## src/rtl/tdc_word_reader_pkg.sv

```systemverilog
// Shared definitions for the TDC readout path: FSM states, frame geometry
// and the default header tag.
package tdc_word_reader_pkg;

    typedef enum logic [1:0] {
        ST_IDLE  = 2'd0,
        ST_LATCH = 2'd1,
        ST_CAPT  = 2'd2,
        ST_SEND  = 2'd3
    } rd_state_e;

    localparam int unsigned FRAME_BYTES     = 5;
    localparam int unsigned TDC_WORD_W      = 32;
    localparam logic [3:0]  HDR_TAG_DEFAULT = 4'hA;

    localparam int unsigned IDX_W    = 3;
    localparam logic [IDX_W-1:0] LAST_IDX = IDX_W'(FRAME_BYTES - 1);

endpackage

```

## src/rtl/tdc_word_reader.sv

```systemverilog
// Trigger-driven reader for the 32-bit TDC hit latch: pulses the latch enable,
// captures the held word and streams it as a header + 4 data byte frame.
module tdc_word_reader
    import tdc_word_reader_pkg::*;
#(
    parameter logic [3:0]  HDR_TAG = HDR_TAG_DEFAULT,
    parameter int unsigned OVR_W   = 8
) (
    input  logic                  clk,
    input  logic                  rst,
    input  logic                  trig,
    output logic                  latch_en,
    input  logic [TDC_WORD_W-1:0] latch_q,
    output logic [7:0]            out_data,
    output logic                  out_valid,
    input  logic                  out_ready,
    output logic                  out_last,
    output logic                  busy,
    output logic [3:0]            seq,
    output logic [OVR_W-1:0]      ovr_cnt
);

    localparam logic [OVR_W-1:0] OVR_MAX = {OVR_W{1'b1}};

    rd_state_e             state_q, state_d;
    logic [TDC_WORD_W-1:0] word_q,  word_d;
    logic [IDX_W-1:0]      idx_q,   idx_d;
    logic [3:0]            seq_q,   seq_d;
    logic [OVR_W-1:0]      ovr_q,   ovr_d;

    logic handshake;
    logic last_hs;
    logic drop;

    // NOTE: every signal assigned in this block gets a default first, so no
    // path through the case statement can leave a latch behind.
    always_comb begin
        state_d = state_q;
        word_d  = word_q;
        idx_d   = idx_q;
        seq_d   = seq_q;
        ovr_d   = ovr_q;

        handshake = (state_q == ST_SEND) && out_ready;
        last_hs   = handshake && (idx_q == LAST_IDX);
        drop      = 1'b0;

        unique case (state_q)
            ST_IDLE: begin
                if (trig) begin
                    state_d = ST_LATCH;
                    seq_d   = seq_q + 4'd1;
                end
            end
            ST_LATCH: begin
                drop    = trig;
                state_d = ST_CAPT;
            end
            ST_CAPT: begin
                drop    = trig;
                word_d  = latch_q;
                idx_d   = '0;
                state_d = ST_SEND;
            end
            ST_SEND: begin
                // A trigger coinciding with the final handshake starts the next frame.
                drop = trig && !last_hs;
                if (last_hs) begin
                    idx_d = '0;
                    if (trig) begin
                        state_d = ST_LATCH;
                        seq_d   = seq_q + 4'd1;
                    end else begin
                        state_d = ST_IDLE;
                    end
                end else if (handshake) begin
                    idx_d = idx_q + IDX_W'(1);
                end
            end
            default: state_d = ST_IDLE;
        endcase

        if (drop && (ovr_q != OVR_MAX)) begin
            ovr_d = ovr_q + OVR_W'(1);
        end
    end

    // NOTE: sequential state is updated with non-blocking assignments only, so
    // every flop samples the pre-edge value of every other flop.
    always_ff @(posedge clk or posedge rst) begin
        if (rst) begin
            state_q <= ST_IDLE;
            word_q  <= '0;
            idx_q   <= '0;
            seq_q   <= '0;
            ovr_q   <= '0;
        end else begin
            state_q <= state_d;
            word_q  <= word_d;
            idx_q   <= idx_d;
            seq_q   <= seq_d;
            ovr_q   <= ovr_d;
        end
    end

    // Outputs decode registered state only; out_data reads 0 outside SEND.
    always_comb begin
        out_data = 8'h00;
        if (state_q == ST_SEND) begin
            unique case (idx_q)
                3'd0:    out_data = {HDR_TAG, seq_q};
                3'd1:    out_data = word_q[31:24];
                3'd2:    out_data = word_q[23:16];
                3'd3:    out_data = word_q[15:8];
                3'd4:    out_data = word_q[7:0];
                default: out_data = 8'h00;
            endcase
        end
    end

    assign latch_en  = (state_q == ST_LATCH);
    assign out_valid = (state_q == ST_SEND);
    assign out_last  = (state_q == ST_SEND) && (idx_q == LAST_IDX);
    assign busy      = (state_q != ST_IDLE);
    assign seq       = seq_q;
    assign ovr_cnt   = ovr_q;

endmodule

```

## config.mk

```make
export PLATFORM = sky130hd
export DESIGN_NAME = tdc_word_reader
export DESIGN_NICKNAME = d
export VERILOG_FILES = /design/src/rtl/tdc_word_reader_pkg.sv /design/src/rtl/tdc_word_reader.sv
export SDC_FILE = /design/constraint.sdc
export NUM_CORES = 1
export LEC_CHECK = 0
export CAP_MARGIN = 20
export CORE_MARGIN = 2
export CORE_UTILIZATION = 50
export DETAILED_ROUTE_END_ITERATION = 10
export DONT_BUFFER_PORTS = 1
export GPL_TIMING_DRIVEN = 0
export PLACE_DENSITY = 0.68
export REMOVE_ABC_BUFFERS = 1
export SLEW_MARGIN = 0
export SYNTH_ARGS = -nofsm -noshare
export SYNTH_HDL_FRONTEND = slang
export SYNTH_SLANG_ARGS = --single-unit
```

## constraint.sdc

```tcl
create_clock -name clk -period 1.7 [get_ports clk]
set_input_delay 0.34 -clock clk [delete_from_list [all_inputs] [get_ports clk]]
set_output_delay 0.34 -clock clk [all_outputs]
set_load 0.005 [all_outputs]
```

After elaboration in Yosys (flattened, before gate mapping)
Cells that the tools add are included.

Output and inout port bits: 24. Word-level logic and storage cells: 47. Bits in read-only memories: 0. Bits in writable memories: 0. Latch bits: 0. Memories kept: 0. Bits in registers: 49.

Bitwise logic cells: 0. $add $sub $neg: 3. Divide/modulo/power cells: 0. Magnitude comparators: 0. Multiplexer cells: 13. Eq/ne operators: 11. Shift operators: 0. Multiply operators: 0. Reductions and logical operators: 15.

Operators by type and width (number): 8-bit case mux with 5 select lines (1); 8-bit by 1-bit adder with 8-bit output, second input constant (1); 4-bit 2-to-1 mux (2); 8-bit 2-to-1 mux (1); 8-bit inequality test, second input constant (1); 2-bit case mux with 4 select lines (1); 4-bit case mux with 2 select lines (1); 3-bit by 2-bit == test with 1-bit output, second input constant (2); 3-bit 2-to-1 mux (2); 3-bit case mux with 2 select lines (1); 2-bit AND reduction (3); 2-bit nonzero test (3); 1-bit logical AND (5); 4-bit by 1-bit adder with 4-bit output, second input constant (1); 2-bit == test, second input constant (2); 2-bit 2-to-1 mux (2); 3-bit by 1-bit adder with 3-bit output, second input constant (1); 3-bit by 1-bit == test with 1-bit output, second input constant (1); 3-bit == test, second input constant (1); 3-bit zero test (1); 3-bit by 1-bit inequality test with 1-bit output, second input constant (1); 2-bit by 1-bit == test with 1-bit output, second input constant (1); 2-bit zero test (1); 2-bit by 1-bit inequality test with 1-bit output, second input constant (1); other kinds (5) (5).

Depth between registers and ports, before layout
Depth in word-level cells: 7. Depth in mapped cells: 7. Depth with buffers taken out: 6.

Worst setup path before layout
Ideal clock, no wire load.

Path kind: flip-flop to output port. From: reg idx_q[0]. To: out out_data[0]. Stages on the path, launching flop included: 6. Arrival: 1.554 ns. Required time: 1.360 ns. Buffers on the path: 1. Slack: -0.194 ns. Path through: dfrtp_1 -> ha_1 -> ha_1 -> clkbuf_1 -> o41ai_4 -> a31oi_1.

Cells in the longest elaborated chain, start to end: 3. Elaborated cells between the ends (all ways): 7.

RTL lines: start, declared (line tdc_word_reader.sv:27) `logic [IDX_W-1:0] idx_q, idx_d;`; start signal, assigned (line tdc_word_reader.sv:100) `idx_q <= idx_d;`; 3-bit == test, or another cell as far along (line tdc_word_reader.sv:110) `unique case (idx_q)`; 8-bit case mux with 5 select lines * (line tdc_word_reader.sv:110); 8-bit 2-to-1 mux * (line tdc_word_reader.sv:109) `if (state_q == ST_SEND) begin`; end, declared (line tdc_word_reader.sv:14) `output logic [7:0] out_data,`.

Mark *: on every way between the ends. The rest lies on a longest branch, timed or not.

Worst setup path in the final report
From: reg idx_q[0]. To: out out_data[2].

Same word-level chain as after synthesis.

==> metrics.txt <==
status finished, violations left; violations in the final reports setup timing; final critical-path share of the clock period 123.0%; clock buffer count from CTS 5; signed area change from the synthesized netlist to the final layout 26.98%; area of the multi-input gates 1411 µm²; Post-Syn Area per Cell 12.66 µm²; multiplexer share of the synthesized area 16.84%; worst setup slack for register-to-register paths -0.24 ns; io pins 60; Worst Tran Pin Value 0.3274 ns; ys flop type sky130_fd_sc_hd__dfrtp_1; synth top area cells sky130_fd_sc_hd__dfrtp_1 49%, sky130_fd_sc_hd__mux2_2 15%, sky130_fd_sc_hd__ha_1 6.1%; antenna violations before repair 0; type of element launching the critical path register; source-to-sink clock delay at the later pin of the worst-skew pair 0.29 ns; highest-delay cell along the critical path sky130_fd_sc_hd__dfrtp_1; count of standard-cell rows 25; Ys Warns 0; fraction of layout instances using a drive strength above 1 49.32%; largest family of logic cells by synthesized area multiplexers; power density normalized to cell area 1978 nW/µm²; class of the tightest hold or removal check in -> reg; clock root buffer sky130_fd_sc_hd__clkbuf_8; Data required, critical path 1.36 ns; Power Total roughly 6.2 mW; placeable core region 4755 µm²; CP max FO 8; detailed-route wire length per cell a little over 20 µm; most instantiated library cell after synthesis sky130_fd_sc_hd__dfrtp_1; chip height 74.45 µm; Final Max Tran Viols 0; most frequent cells after synthesis 49 x sky130_fd_sc_hd__dfrtp_1, 33 x sky130_fd_sc_hd__mux2_2, 13 x sky130_fd_sc_hd__a22oi_1, 13 x sky130_fd_sc_hd__nand2_1, 12 x sky130_fd_sc_hd__ha_1; setup slack after layout -0.3917 ns; Static Leakage roughly 1.3 nW; Clock transition at path regs 0.09 ns; largest stage delay on the critical path 0.39 ns; fraction of post-synthesis cell area in the top cell type by area 49.42%; via count of the first global-routing pass approximately 1,700; final weighted congestion of routability-driven global placement just over 0.7; count of unique library cells instantiated by Yosys 44; Total Die Area 5542 µm²; highest ir drop seen on vdd ~900 µV; WHS 0.1910 ns; Bufs on Longest Clock Path 2; violation count after the first detailed-routing iteration 77; area fraction in compound gates after synthesis 11.75%; IO Port Bufs 0; Post-Synth XOR/XNOR Area 3.177%; RSZ-0062 raised after global routing yes; maxcap violations 0; H-tree levels 2; clock sinks just under 50; Initial Util 52.18%; Worst Setup End Kind primary output; number of flops mapped to enable cells by yosys 0; grt ovf 0; global-route wire length before repair 8.652 mm; top achievable clock speed 478.1 MHz; sequential element share of the synthesized area 49.42%; number of instances in the synthesized netlist 196; simple-gate share of the synthesized area 9.178%; CP Data Arrival Time ~1.8 ns; kind of critical path reg -> out; worst slew margin relative to its limit between 70% and 80%; Setup-failing EPs final 21; pin count of the biggest net entering global routing 39; All-Layer GR Usage 21.05%; Reg area 1230 µm²; total wirelength of the detailed-routed design just under 6 mm; detailed-route vias per instance 5.850; Chip Width 74.45 µm; library cell occupying the most area in the post-synthesis netlist sky130_fd_sc_hd__dfrtp_1; skew final 0.006354 ns; Synth async-reset ratio 100.0%; netlist area before placement approximately 2500 µm²; final period demand of the worst path 2.092 ns; drc violations 0; Total Nets Final around 270; Post-DRT Antenna Nets 0; adder-cell share of the synthesized area roughly 6.1%; count of TritonRoute iterations in the first routing pass 4; list of cells traversed by the critical path inv_2 > buf_4 > ha_4 > and2b_2 > a22oi_1 > a31oi_1; final-layout fill cell count 356; total count of hold-check failures in the final report 0; overall via count from detail_route approximately 1,700; CTS tree built; placed wire-length estimate after detailed placement about 3.7 mm; Synth Register Bits 49; Antenna Diode Count 0
## power by group
group          switching, mW  total [mW]  internal (mW)  leakage, nW
Clock                  0.377       0.857          0.480       0.0585
Sequential             0.496        2.24           1.74        0.587
Combinational           1.43        3.14           1.71        0.629
## worst max-delay path, delay by kind of cell (launching register included)
kind            cells  cell delay, ns
simple gates        1            0.24
flops               1            0.39
buf+inv             2            0.21
fa+ha+maj           1            0.19
compound gates      2            0.42
## routing by layer
layer,up-vias,GRT usage (%),wire length (µm)
met5,-,0,0
met3,10,7.453,436
met1,850,23.00,2159
met2,53,37.27,3097
met4,0,8.333,110
li1,760,-,-
## registers in the layout, summed over array words and instances (netlist names)
| signal | cells |
|---|---|
| word_q | 32 |
| idx_q | 3 |
| ovr_cnt | 8 |
| seq | 4 |
| state_q | 2 |
## final cells by class
class                   instances  share of cell area, %
inverters                       8                  1.033
clock inverters                 1                 0.9531
repair buffers                 26                  8.777
well taps                      67                  2.661
clock buffers                   7                  2.740
flip-flops and latches         49                  39.04
multi-input cells             128                  44.80
## path summary, 6_finish.rpt
check | from | end | depth (start not counted)
worst max-delay path | idx_q[0] | out_data[2] | 6
worst min-delay path | latch_q[31] | word_q[31] | 1
worst max register to register | idx_q[0] | ovr_cnt[6] | 8
worst min register to register | word_q[25] | word_q[25] | 1
max in group asynchronous | rst | idx_q[1] | 3
min in group asynchronous | rst | state_q[0] | 2
## what timing repair did
item,CTS,global route
endpoints found under the setup margin,58,34
pin swaps,9,6
hold endpoints to repair,11,0
setup buffers,14,9
hold buffers,1,0
resized for setup,39,18
cloned,0,0
## cells in the final DEF (no fill, tap or decap), types with 2 or more instances in the layout
master | Yosys | layout
sky130_fd_sc_hd__mux2_4 | 1 | 2
sky130_fd_sc_hd__o31ai_1 | 2 | 2
sky130_fd_sc_hd__nand3_1 | 4 | 3
sky130_fd_sc_hd__o21ai_0 | 2 | 2
sky130_fd_sc_hd__xor2_1 | 6 | 6
sky130_fd_sc_hd__a31oi_1 | 4 | 2
sky130_fd_sc_hd__buf_4 | 1 | 13
sky130_fd_sc_hd__a31oi_4 | 0 | 2
sky130_fd_sc_hd__inv_1 | 8 | 4
sky130_fd_sc_hd__a21oi_1 | 4 | 4
sky130_fd_sc_hd__a21o_1 | 2 | 2
sky130_fd_sc_hd__inv_2 | 0 | 3
sky130_fd_sc_hd__nor3_2 | 1 | 2
sky130_fd_sc_hd__ha_4 | 0 | 8
sky130_fd_sc_hd__dfrtp_2 | 0 | 3
sky130_fd_sc_hd__ha_1 | 12 | 4
sky130_fd_sc_hd__dfrtp_1 | 49 | 46
sky130_fd_sc_hd__buf_12 | 0 | 2
sky130_fd_sc_hd__clkbuf_8 | 0 | 6
sky130_fd_sc_hd__nand2_1 | 13 | 12
sky130_fd_sc_hd__a222oi_1 | 2 | 2
sky130_fd_sc_hd__buf_6 | 1 | 9
sky130_fd_sc_hd__a22oi_2 | 0 | 2
sky130_fd_sc_hd__mux2_2 | 33 | 33
sky130_fd_sc_hd__xnor2_1 | 3 | 2
sky130_fd_sc_hd__nor4b_4 | 0 | 2
sky130_fd_sc_hd__a22oi_1 | 13 | 11
## metrics by stage
stage	std cells	setup WS (ns)	area, µm²	setup TNS, ns	util, %
CTS	277	-0.3394	2980	-3.124	62.68
finish	286	-0.3917	3151	-4.606	66.26
detailed placement	254	-0.4343	2554	-14.69	53.71
global route	286	-0.4585	3151	-6.473	66.26
floorplan	185	-0.2400	2422	-8.431	-
global placement	252	-0.5690	2506	-33.20	52.71
## cell families after synthesis
kind of cell	count (synthesis)
compound gates	35
xor+xnor	9
fa+ha+maj	12
buf+inv	19
flops	49
mux	37
simple gates	35
(Power assumes the default switching activity.)
